<file path="src/rtl/puf_pkg.sv">
// Shared definitions for the PUF sample sequencer.
//   - state_t        : sequencer FSM states
//   - PUF_DONE_STATE : puf_state encoding that means "response valid"
//   - *_LSB / *_W    : field placement inside an outgoing stream word
package puf_pkg;

    typedef enum logic [2:0] {
        ST_IDLE     = 3'd0,
        ST_TRIG     = 3'd1,
        ST_WAIT_PUF = 3'd2,
        ST_SEND     = 3'd3,
        ST_REARM    = 3'd4,
        ST_DONE     = 3'd5
    } state_t;

    localparam logic [2:0] PUF_DONE_STATE = 3'b100;

    // Stream word layout; the response occupies [C_PUF_WIDTH-1:0], so the
    // PUF must be no wider than IDX_LSB and the word at least TO_BIT+1 wide.
    localparam int IDX_LSB  = 96;
    localparam int IDX_W    = 16;
    localparam int WAIT_LSB = 112;
    localparam int WAIT_W   = 16;
    localparam int TO_BIT   = 128;

    localparam logic [WAIT_W-1:0] WAIT_SAT = 16'hFFFF;

endpackage

</file>
<file path="src/rtl/puf_wait_timer.sv">
// Wait timer for one PUF evaluation.
//   aclk, areset : clock, async active-high reset
//   load         : start a new measurement (the loading cycle counts as one)
//   run          : advance by one cycle
//   count        : cycles elapsed since load, saturating at 16'hFFFF
//   timeout      : terminal count of the down-counter, C_TIMEOUT_CYCLES elapsed
module puf_wait_timer
    import puf_pkg::*;
#(
    parameter int C_TIMEOUT_CYCLES = 65535
) (
    input  logic              aclk,
    input  logic              areset,
    input  logic              load,
    input  logic              run,
    output logic [WAIT_W-1:0] count,
    output logic              timeout
);

    localparam int RW = (C_TIMEOUT_CYCLES < 2) ? 1 : $clog2(C_TIMEOUT_CYCLES + 1);

    logic [RW-1:0] remaining_q;
    logic [WAIT_W-1:0] count_q;

    always_ff @(posedge aclk or posedge areset) begin
        if (areset) begin
            remaining_q <= '0;
            count_q     <= '0;
        end else if (load) begin
            // the load cycle is the first elapsed cycle
            remaining_q <= RW'(C_TIMEOUT_CYCLES - 1);
            count_q     <= WAIT_W'(1);
        end else if (run) begin
            if (remaining_q != '0) begin
                remaining_q <= remaining_q - RW'(1);
            end
            if (count_q != WAIT_SAT) begin
                count_q <= count_q + WAIT_W'(1);
            end
        end
    end

    assign count   = count_q;
    assign timeout = (remaining_q == '0);

endmodule

</file>
<file path="src/rtl/puf_sample_sequencer.sv">
// Runs a configurable number of PUF evaluations and streams one word per
// evaluation (response, sample index, wait cycles, timeout flag).
//   aclk, areset          : clock, async active-high reset
//   ctrl_start            : start a run (IDLE only)
//   ctrl_num_samples      : evaluations per run, latched at start
//   ctrl_busy / ctrl_done : run in progress / one-cycle end pulse
//   ctrl_timeout_err      : sticky timeout, cleared by the next start
//   puf_trig              : PUF enable
//   puf_state, puf_out    : PUF progress and response
//   m_axis_*              : outgoing stream words
//
// state    | meaning
// IDLE     | waiting for ctrl_start
// TRIG     | puf_trig rises, wait timer loaded
// WAIT_PUF | puf_trig held, waiting for response or timeout
// SEND     | word presented on the stream until accepted
// REARM    | puf_trig held low before the next evaluation
// DONE     | one-cycle done pulse
module puf_sample_sequencer
    import puf_pkg::*;
#(
    parameter int C_M_AXI_DATA_WIDTH = 512,
    parameter int C_PUF_WIDTH        = 96,
    parameter int C_TIMEOUT_CYCLES   = 65535,
    parameter int C_REARM_CYCLES     = 4
) (
    input  logic                          aclk,
    input  logic                          areset,
    input  logic                          ctrl_start,
    input  logic [15:0]                   ctrl_num_samples,
    output logic                          ctrl_busy,
    output logic                          ctrl_done,
    output logic                          ctrl_timeout_err,
    output logic                          puf_trig,
    input  logic [2:0]                    puf_state,
    input  logic [C_PUF_WIDTH-1:0]        puf_out,
    output logic                          m_axis_tvalid,
    input  logic                          m_axis_tready,
    output logic [C_M_AXI_DATA_WIDTH-1:0] m_axis_tdata
);

    localparam int RAW = (C_REARM_CYCLES < 2) ? 1 : $clog2(C_REARM_CYCLES + 1);

    state_t state_q, state_d;

    logic [15:0]                   num_samples_q;
    logic [IDX_W-1:0]              index_q;
    logic                          timeout_err_q;
    logic [C_M_AXI_DATA_WIDTH-1:0] tdata_q;
    logic [RAW-1:0]                rearm_cnt_q;
    logic [C_M_AXI_DATA_WIDTH-1:0] word_d;

    logic              timer_load;
    logic              timer_run;
    logic [WAIT_W-1:0] wait_count;
    logic              wait_timeout;
    logic              puf_ready;
    logic              last_sample;

    assign puf_ready   = (puf_state == PUF_DONE_STATE);
    assign last_sample = ((index_q + IDX_W'(1)) == num_samples_q);

    puf_wait_timer #(
        .C_TIMEOUT_CYCLES(C_TIMEOUT_CYCLES)
    ) u_wait_timer (
        .aclk   (aclk),
        .areset (areset),
        .load   (timer_load),
        .run    (timer_run),
        .count  (wait_count),
        .timeout(wait_timeout)
    );

    always_ff @(posedge aclk or posedge areset) begin
        if (areset) begin
            state_q <= ST_IDLE;
        end else begin
            state_q <= state_d;
        end
    end

    always_comb begin
        state_d       = state_q;
        timer_load    = 1'b0;
        timer_run     = 1'b0;
        puf_trig      = 1'b0;
        m_axis_tvalid = 1'b0;
        ctrl_busy     = 1'b1;
        ctrl_done     = 1'b0;
        case (state_q)
            ST_IDLE: begin
                ctrl_busy = 1'b0;
                if (ctrl_start) begin
                    state_d = (ctrl_num_samples == 16'd0) ? ST_DONE : ST_TRIG;
                end
            end
            ST_TRIG: begin
                puf_trig   = 1'b1;
                timer_load = 1'b1;
                state_d    = ST_WAIT_PUF;
            end
            ST_WAIT_PUF: begin
                puf_trig  = 1'b1;
                timer_run = 1'b1;
                if (puf_ready || wait_timeout) begin
                    state_d = ST_SEND;
                end
            end
            ST_SEND: begin
                m_axis_tvalid = 1'b1;
                if (m_axis_tready) begin
                    state_d = (tdata_q[TO_BIT] || last_sample) ? ST_DONE : ST_REARM;
                end
            end
            ST_REARM: begin
                if (rearm_cnt_q == '0) begin
                    state_d = ST_TRIG;
                end
            end
            ST_DONE: begin
                ctrl_done = 1'b1;
                state_d   = ST_IDLE;
            end
            default: begin
                state_d = ST_IDLE;
            end
        endcase
    end

    // A ready response wins over a timeout landing on the same cycle.
    always_comb begin
        word_d = '0;
        if (puf_ready) begin
            word_d[C_PUF_WIDTH-1:0] = puf_out;
        end
        word_d[IDX_LSB +: IDX_W]   = index_q;
        word_d[WAIT_LSB +: WAIT_W] = wait_count;
        word_d[TO_BIT]             = ~puf_ready;
    end

    // The rearm counter starts when puf_trig falls, so the SEND cycle counts
    // toward the low time; with an accepting sink the low time is exactly
    // C_REARM_CYCLES, a stalled sink only lengthens it.
    always_ff @(posedge aclk or posedge areset) begin
        if (areset) begin
            num_samples_q <= '0;
            index_q       <= '0;
            timeout_err_q <= 1'b0;
            tdata_q       <= '0;
            rearm_cnt_q   <= '0;
        end else begin
            case (state_q)
                ST_IDLE: begin
                    if (ctrl_start) begin
                        num_samples_q <= ctrl_num_samples;
                        index_q       <= '0;
                        timeout_err_q <= 1'b0;
                    end
                end
                ST_WAIT_PUF: begin
                    if (puf_ready || wait_timeout) begin
                        tdata_q     <= word_d;
                        rearm_cnt_q <= RAW'(C_REARM_CYCLES - 1);
                        if (!puf_ready) begin
                            timeout_err_q <= 1'b1;
                        end
                    end
                end
                ST_SEND: begin
                    if (rearm_cnt_q != '0) begin
                        rearm_cnt_q <= rearm_cnt_q - RAW'(1);
                    end
                    if (m_axis_tready && !tdata_q[TO_BIT] && !last_sample) begin
                        index_q <= index_q + IDX_W'(1);
                    end
                end
                ST_REARM: begin
                    if (rearm_cnt_q != '0) begin
                        rearm_cnt_q <= rearm_cnt_q - RAW'(1);
                    end
                end
                default: begin
                end
            endcase
        end
    end

    assign ctrl_timeout_err = timeout_err_q;
    assign m_axis_tdata     = tdata_q;

endmodule

</file>
<file path="config.mk">
export PLATFORM = sky130hd
export DESIGN_NAME = puf_sample_sequencer
export DESIGN_NICKNAME = d
export VERILOG_FILES = /design/src/rtl/puf_pkg.sv /design/src/rtl/puf_wait_timer.sv /design/src/rtl/puf_sample_sequencer.sv
export SDC_FILE = /design/constraint.sdc
export NUM_CORES = 1
export LEC_CHECK = 0
export BUFFER_PORTS_ARGS = -buffer_cell sky130_fd_sc_hd__clkbuf_2
export CAP_MARGIN = 20
export CORE_AREA = 4 4 249 251
export CTS_CLUSTER_SIZE = 14
export DETAILED_ROUTE_END_ITERATION = 10
export DIE_AREA = 0 0 253 255
export GPL_ROUTABILITY_DRIVEN = 0
export PLACE_DENSITY = 0.4
export SETUP_SLACK_MARGIN = 0.1
export SKIP_LAST_GASP = 1
export SYNTH_ARGS = -nofsm -noshare
export SYNTH_HDL_FRONTEND = slang
export SYNTH_SLANG_ARGS = --single-unit
</file>
<file path="constraint.sdc">
create_clock -name aclk -period 10.2 [get_ports aclk]
set_clock_uncertainty 0.1 [all_clocks]
set_input_delay 2.55 -clock aclk [delete_from_list [all_inputs] [get_ports aclk]]
set_output_delay 2.55 -clock aclk [all_outputs]
set_load 0.01 [all_outputs]
</file>
==> results of run 1 <==
## cells in the mapped netlist (11+ instances only)
library cell / count / share of area (%)
a21oi_1: 18 / 0.76
a31oi_1: 16 / 0.84
buf_4: 385 / 24
clkbuf_1: 39 / 1.2
dfrtp_1: 200 / 42
inv_1: 16 / 0.50
mux2_2: 48 / 4.5
nand2_1: 234 / 7.4
nand3_1: 22 / 0.93
nor2_1: 38 / 1.2
nor3_1: 23 / 0.97
nor4_1: 13 / 0.68
o21ai_0: 116 / 4.9
or3_1: 11 / 0.58
xnor2_1: 21 / 1.5
xor2_1: 20 / 1.5
## per-layer routing
layer,vias up,global-route usage (%),share of wire (%)
li1,3965,-,-
met1,3953,11.3,41
met2,331,15.0,49
met3,20,3.01,7.9
met4,2,3.39,1.4
met5,-,0,0.032
## area by class of cell
type	instances	area, µm²
fill	6674	46800
antenna	1	2.50
clock inverter	7	97.6
multi-input combinational	1036	5150
timing repair buffer	260	1340
sequential	200	5000
clock buffer	22	464
inverter	16	67.6
tap	782	978
## state kept, by name, summed over array words and instances (netlist names)
| register | count |
|---|---|
| u_wait_timer.remaining_q | 16 |
| u_wait_timer.count | 16 |
| index_q | 16 |
| rearm_cnt_q | 3 |
| ctrl_timeout_err | 1 |
| num_samples_q | 16 |
| m_axis_tdata | 129 |
| state_q | 3 |
## stage by stage
stage                     setup WS [ps]  util [%]  power (µW)
after floorplan                    2100         -        1970
after global placement             5390      20.9        2290
after detailed placement           5390      20.9        2310
after CTS                          5510      21.9        3020
after global routing               5460      21.9        3190
final                              5650      21.9        2950
## worst paths after layout
| kind | start | endpoint | slack [ps] | cells past startpoint |
|---|---|---|---|---|
| worst max-delay path | state_q[1]$_DFFE_PP0P_ | ctrl_busy | 5650 | 3 |
| worst min-delay path | rearm_cnt_q[0]$_DFFE_PP0P_ | rearm_cnt_q[0]$_DFFE_PP0P_ | 380 | 1 |
| worst max register to register | index_q[0]$_DFFE_PP0P_ | index_q[8]$_DFFE_PP0P_ | 6670 | 9 |
| worst min register to register | rearm_cnt_q[0]$_DFFE_PP0P_ | rearm_cnt_q[0]$_DFFE_PP0P_ | 380 | 1 |
| max in group asynchronous | areset | m_axis_tdata[89]$_DFFE_PP0P_ | 6300 | 3 |
| min in group asynchronous | areset | m_axis_tdata[19]$_DFFE_PP0P_ | 2190 | 2 |
## kinds of logic after synthesis
family,count (synthesis),synth area share [%]
simple gates,384,14.5
compound gates,170,7.99
mux,52,4.89
xor+xnor,42,3.15
buf+inv,454,26.9
flops,200,42.1
fa+ha+maj,5,0.526
other cells,1,0.0315
## cell usage in the layout, fill, tap and decap left out, drive strengths merged, types with 18 or more instances in the layout
| master | Yosys | layout |
|---|---|---|
| a21oi | 18 | 18 |
| xnor2 | 22 | 22 |
| mux2 | 49 | 49 |
| o21ai | 119 | 119 |
| conb | 1 | 383 |
| xor2 | 20 | 20 |
| nor3 | 23 | 23 |
| nand3 | 23 | 23 |
| dfrtp | 200 | 200 |
| nand2 | 235 | 235 |
| nor2 | 39 | 39 |
| clkbuf | 40 | 274 |
## where the power goes
part	switching (µW)	leakage, µW	internal [µW]
clock network	311	0.000268	371
logic	615	0.00365	392
registers	214	0.00253	1050
## worst max-delay path, stage by stage (launching register included)
cell and delay (ps):
dfrtp_1 640, nor3_1 130, inv_1 440, clkbuf_2 240
==> metrics, run 1 <==
Routed Wire Length 31500 µm; Setup Fix Bufs, Post-CTS 0; endpoints failing hold 0; port bufs 252; CTS sink cnt 200; Slew @ Worst Pin 963 ps; Worst setup EP type primary output; nets 1655; hold buffer count at CTS 0; Die H 255 µm; RSZ-0062 raised after global routing no; Pins Over Slew Limit 0; placed insts 2294; count of maximum capacitance violations 0; Design Area, Final 13100 µm²; placed inst area 12500 µm²; Clock Latency Late Sink 450 ps; DRC viols 0; Peak VDD IR 0.108 mV; drt initial violations 278; power density over cell area 225 nW/µm²; PostCTS Resize Cnt 0; Clock Path Buffers 2; DP HPWL 23300 µm; vias in the first global route 7801; Leak Pwr 0.00645 µW; post-DR wirelength/cell 13.5 µm; crit path time final 4550 ps; core area 59900 µm²; GRT Total Usage 9.17%; final setup vio count 0; synth unique cells 58; Max Freq 220 MHz; Most used DFF post-synth dfrtp_1; root buffer cell clkbuf_16; Top-Level Pins 636; first-pass GRT wire length 46200 µm; outcome completed; Post-synth ARST share 100%; crit path launch type register; Post-Layout Cell Count 2324; Syn Inst Count 1308; Period Utilization, post-route 44.6%; post-DR vias/cell 3.56; worst hold path type register to register; clock slew at reported path FFs 70 ps; Post-synth EDFFs 0; GRT overflow 0; hold slack final 383 ps; DR vias 8271; register area share after synthesis 42.1%; Synth-to-Final Area Change 10.1%; die extent in x 253 µm; Starting Density 19.9%; Yosys warnings 0; worst slew margin relative to its limit 35.8%; register bit total from synthesis 200; initial antenna violation count 2; Final ANT Viol Nets 0; H-tree depth 4; Die Area 64500 µm²; drt pass-1 iters 4; setup_tns 0 ps; std cell rows 90; share of layout cells above drive strength 1 22.8%; Worst EP required 7550 ps; TritonCTS clock tree yes; CP max FO 15; worst setup path class register to primary output; CTS buffer count 17; pin count of the biggest net entering global routing 130; synthesized area 11900 µm²; Worst EP arrival 1900 ps; syn avg cell area 9.10 µm²
Note: power is estimated with default switching activity, not from simulation.
==> run 2, diff against run 1 <==
clock period = 4.7 ns   (was 10.2 ns; I/O delays follow)
==> run 2 against run 1 <==
  * Via count rose by 0.85%
  * Largest cell class unchanged
  * Routed wire length rose by 3.4%
  * Total power up 120%
  * Combinational power is 120% higher
  * Largest power group unchanged
  * Non-clock buffer count rose by 4
  * Global-route usage is 0.32 points higher
  * Register-to-register slack worse by 5500 ps
  * Worst hold slack got worse by 3.7 ps
  * Highest routed layer unchanged
  * Sequential share of layout area down 0.26 points
==> metrics, run 2 (same netlist as run 1, synthesis figures left out) <==
Worst EP arrival 3700 ps; Leak Pwr 0.00650 µW; GRT overflow 0; Die Area 64500 µm²; initial antenna violation count 2; Top-Level Pins 636; Setup Fix Bufs, Post-CTS 0; core area 59900 µm²; post-DR vias/cell 3.58; Hold Crit Endpoint rearm_cnt_q[0]$_DFFE_PP0P_; fin util 22.0%; Largest register FFs 129; setup_tns 0 ps; first-pass GRT wire length 47500 µm; Clock Path Buffers 2; r2r startpoint index_q[0]$_DFFE_PP0P_; Slew @ Worst Pin 1020 ps; Pins Over Slew Limit 0; Starting Density 19.9%; Synth-to-Final Area Change 10.9%; HP Start rearm_cnt_q[0]$_DFFE_PP0P_; count of maximum capacitance violations 0; drt initial violations 403; RSZ-0062 raised after global routing no; power density over cell area 488 nW/µm²; endpoints failing hold 0; Die H 255 µm; worst setup path class register to register; share of layout cells above drive strength 1 23.2%; Routed met1 length 13300 µm; worst slew margin relative to its limit 31.6%; die extent in x 253 µm; Routed Wire Length 32500 µm; pin count of the biggest net entering global routing 77; root buffer cell clkbuf_16; TritonCTS clock tree yes; outcome completed; fill count 6667; DR vias 8341; drt pass-1 iters 5; hold slack final 379 ps; port bufs 252; CTS sink cnt 200; nets 1659; most frequent cells in the layout conb_1, clkbuf_2, nand2_1; n_diodes 0; WL met3 2730 µm; CP max FO 15; worst-case reg-to-reg path depth 9; Period Utilization, post-route 74.2%; vias in the first global route 7812; Worst setup EP type register; clock slew at reported path FFs 80 ps; Total Power 6440 µW; Clock Latency Late Sink 460 ps; crit path time final 3490 ps; commonest non-fill, non-tap cell in the layout conb_1; hold buffer count at CTS 0; DP HPWL 24300 µm; uppermost layer routed met5; WHS Path Cells 1; Peak VDD IR 0.226 mV; DRC viols 0; r2r setup slk 1210 ps; Final ANT Viol Nets 0; GRT Total Usage 9.50%; worst hold path type register to register; Worst EP required 4910 ps; std cell rows 90; post-DR wirelength/cell 14.0 µm; Max Freq 287 MHz; met2 routed WL 16000 µm; H-tree depth 4; CTS buffer count 17; crit path launch type register; PostCTS Resize Cnt 0; final setup vio count 0; Reg-to-Reg End index_q[9]$_DFFE_PP0P_
-- run 2: worst max-delay path by stage --
| stage | start | to | slack, ps | cells after the start |
|---|---|---|---|---|
| floorplan | areset | ctrl_timeout_err$_DFFE_PP0P_ | 840 | 1 |
| global placement | index_q[0]$_DFFE_PP0P_ | index_q[2]$_DFFE_PP0P_ | 1310 | 9 |
| detailed placement | index_q[0]$_DFFE_PP0P_ | index_q[2]$_DFFE_PP0P_ | 1230 | 9 |
| CTS | index_q[0]$_DFFE_PP0P_ | index_q[2]$_DFFE_PP0P_ | 1200 | 9 |
| global route | index_q[0]$_DFFE_PP0P_ | index_q[2]$_DFFE_PP0P_ | 840 | 9 |
| finish | index_q[0]$_DFFE_PP0P_ | index_q[9]$_DFFE_PP0P_ | 1210 | 9 |
-- run 2: worst max-delay path, cell delays in order, from the launching register on --
cell and delay, ps:
dfrtp_1 490, ha_1 250, nand3_1 260, xnor2_1 240, nand3_1 80, or4_1 480, nor4_1 360, nand3_1 590
a31oi_1 410, a31oi_1 60
-- run 2: final cells by class --
cell class                 count  area, µm²  area share (%)
tap                          782        978            7.42
inverter                      16       63.8           0.484
timing repair buffer         264       1410            10.7
sequential                   200       5000            37.9
multi-input combinational   1036       5150            39.1
clock inverter                10        119           0.901
clock buffer                  21        460            3.49
-- run 2: metal layers --
layer | track usage, % | vias up
met1 | 11.8 | 3988
met3 | 3.49 | 28
met2 | 15.5 | 345
met4 | 2.81 | 4
met5 | 0 | -
li1 | - | 3976
-- run 2: stage by stage --
step                std cells  worst slack, ps  instance area (µm²)
global route             2329              836                13200
detailed placement       2298             1230                12600
CTS                      2329             1200                13200
global placement         2298             1310                12600
finish                   2329             1210                13200
floorplan                1690              837                13300
-- run 2: power breakdown --
group / internal (µW) / switching [µW] / total, µW
clock network: 814 / 708 / 1520
registers: 2280 / 462 / 2740
logic: 840 / 1340 / 2180
total: 3930 / 2510 / 6440
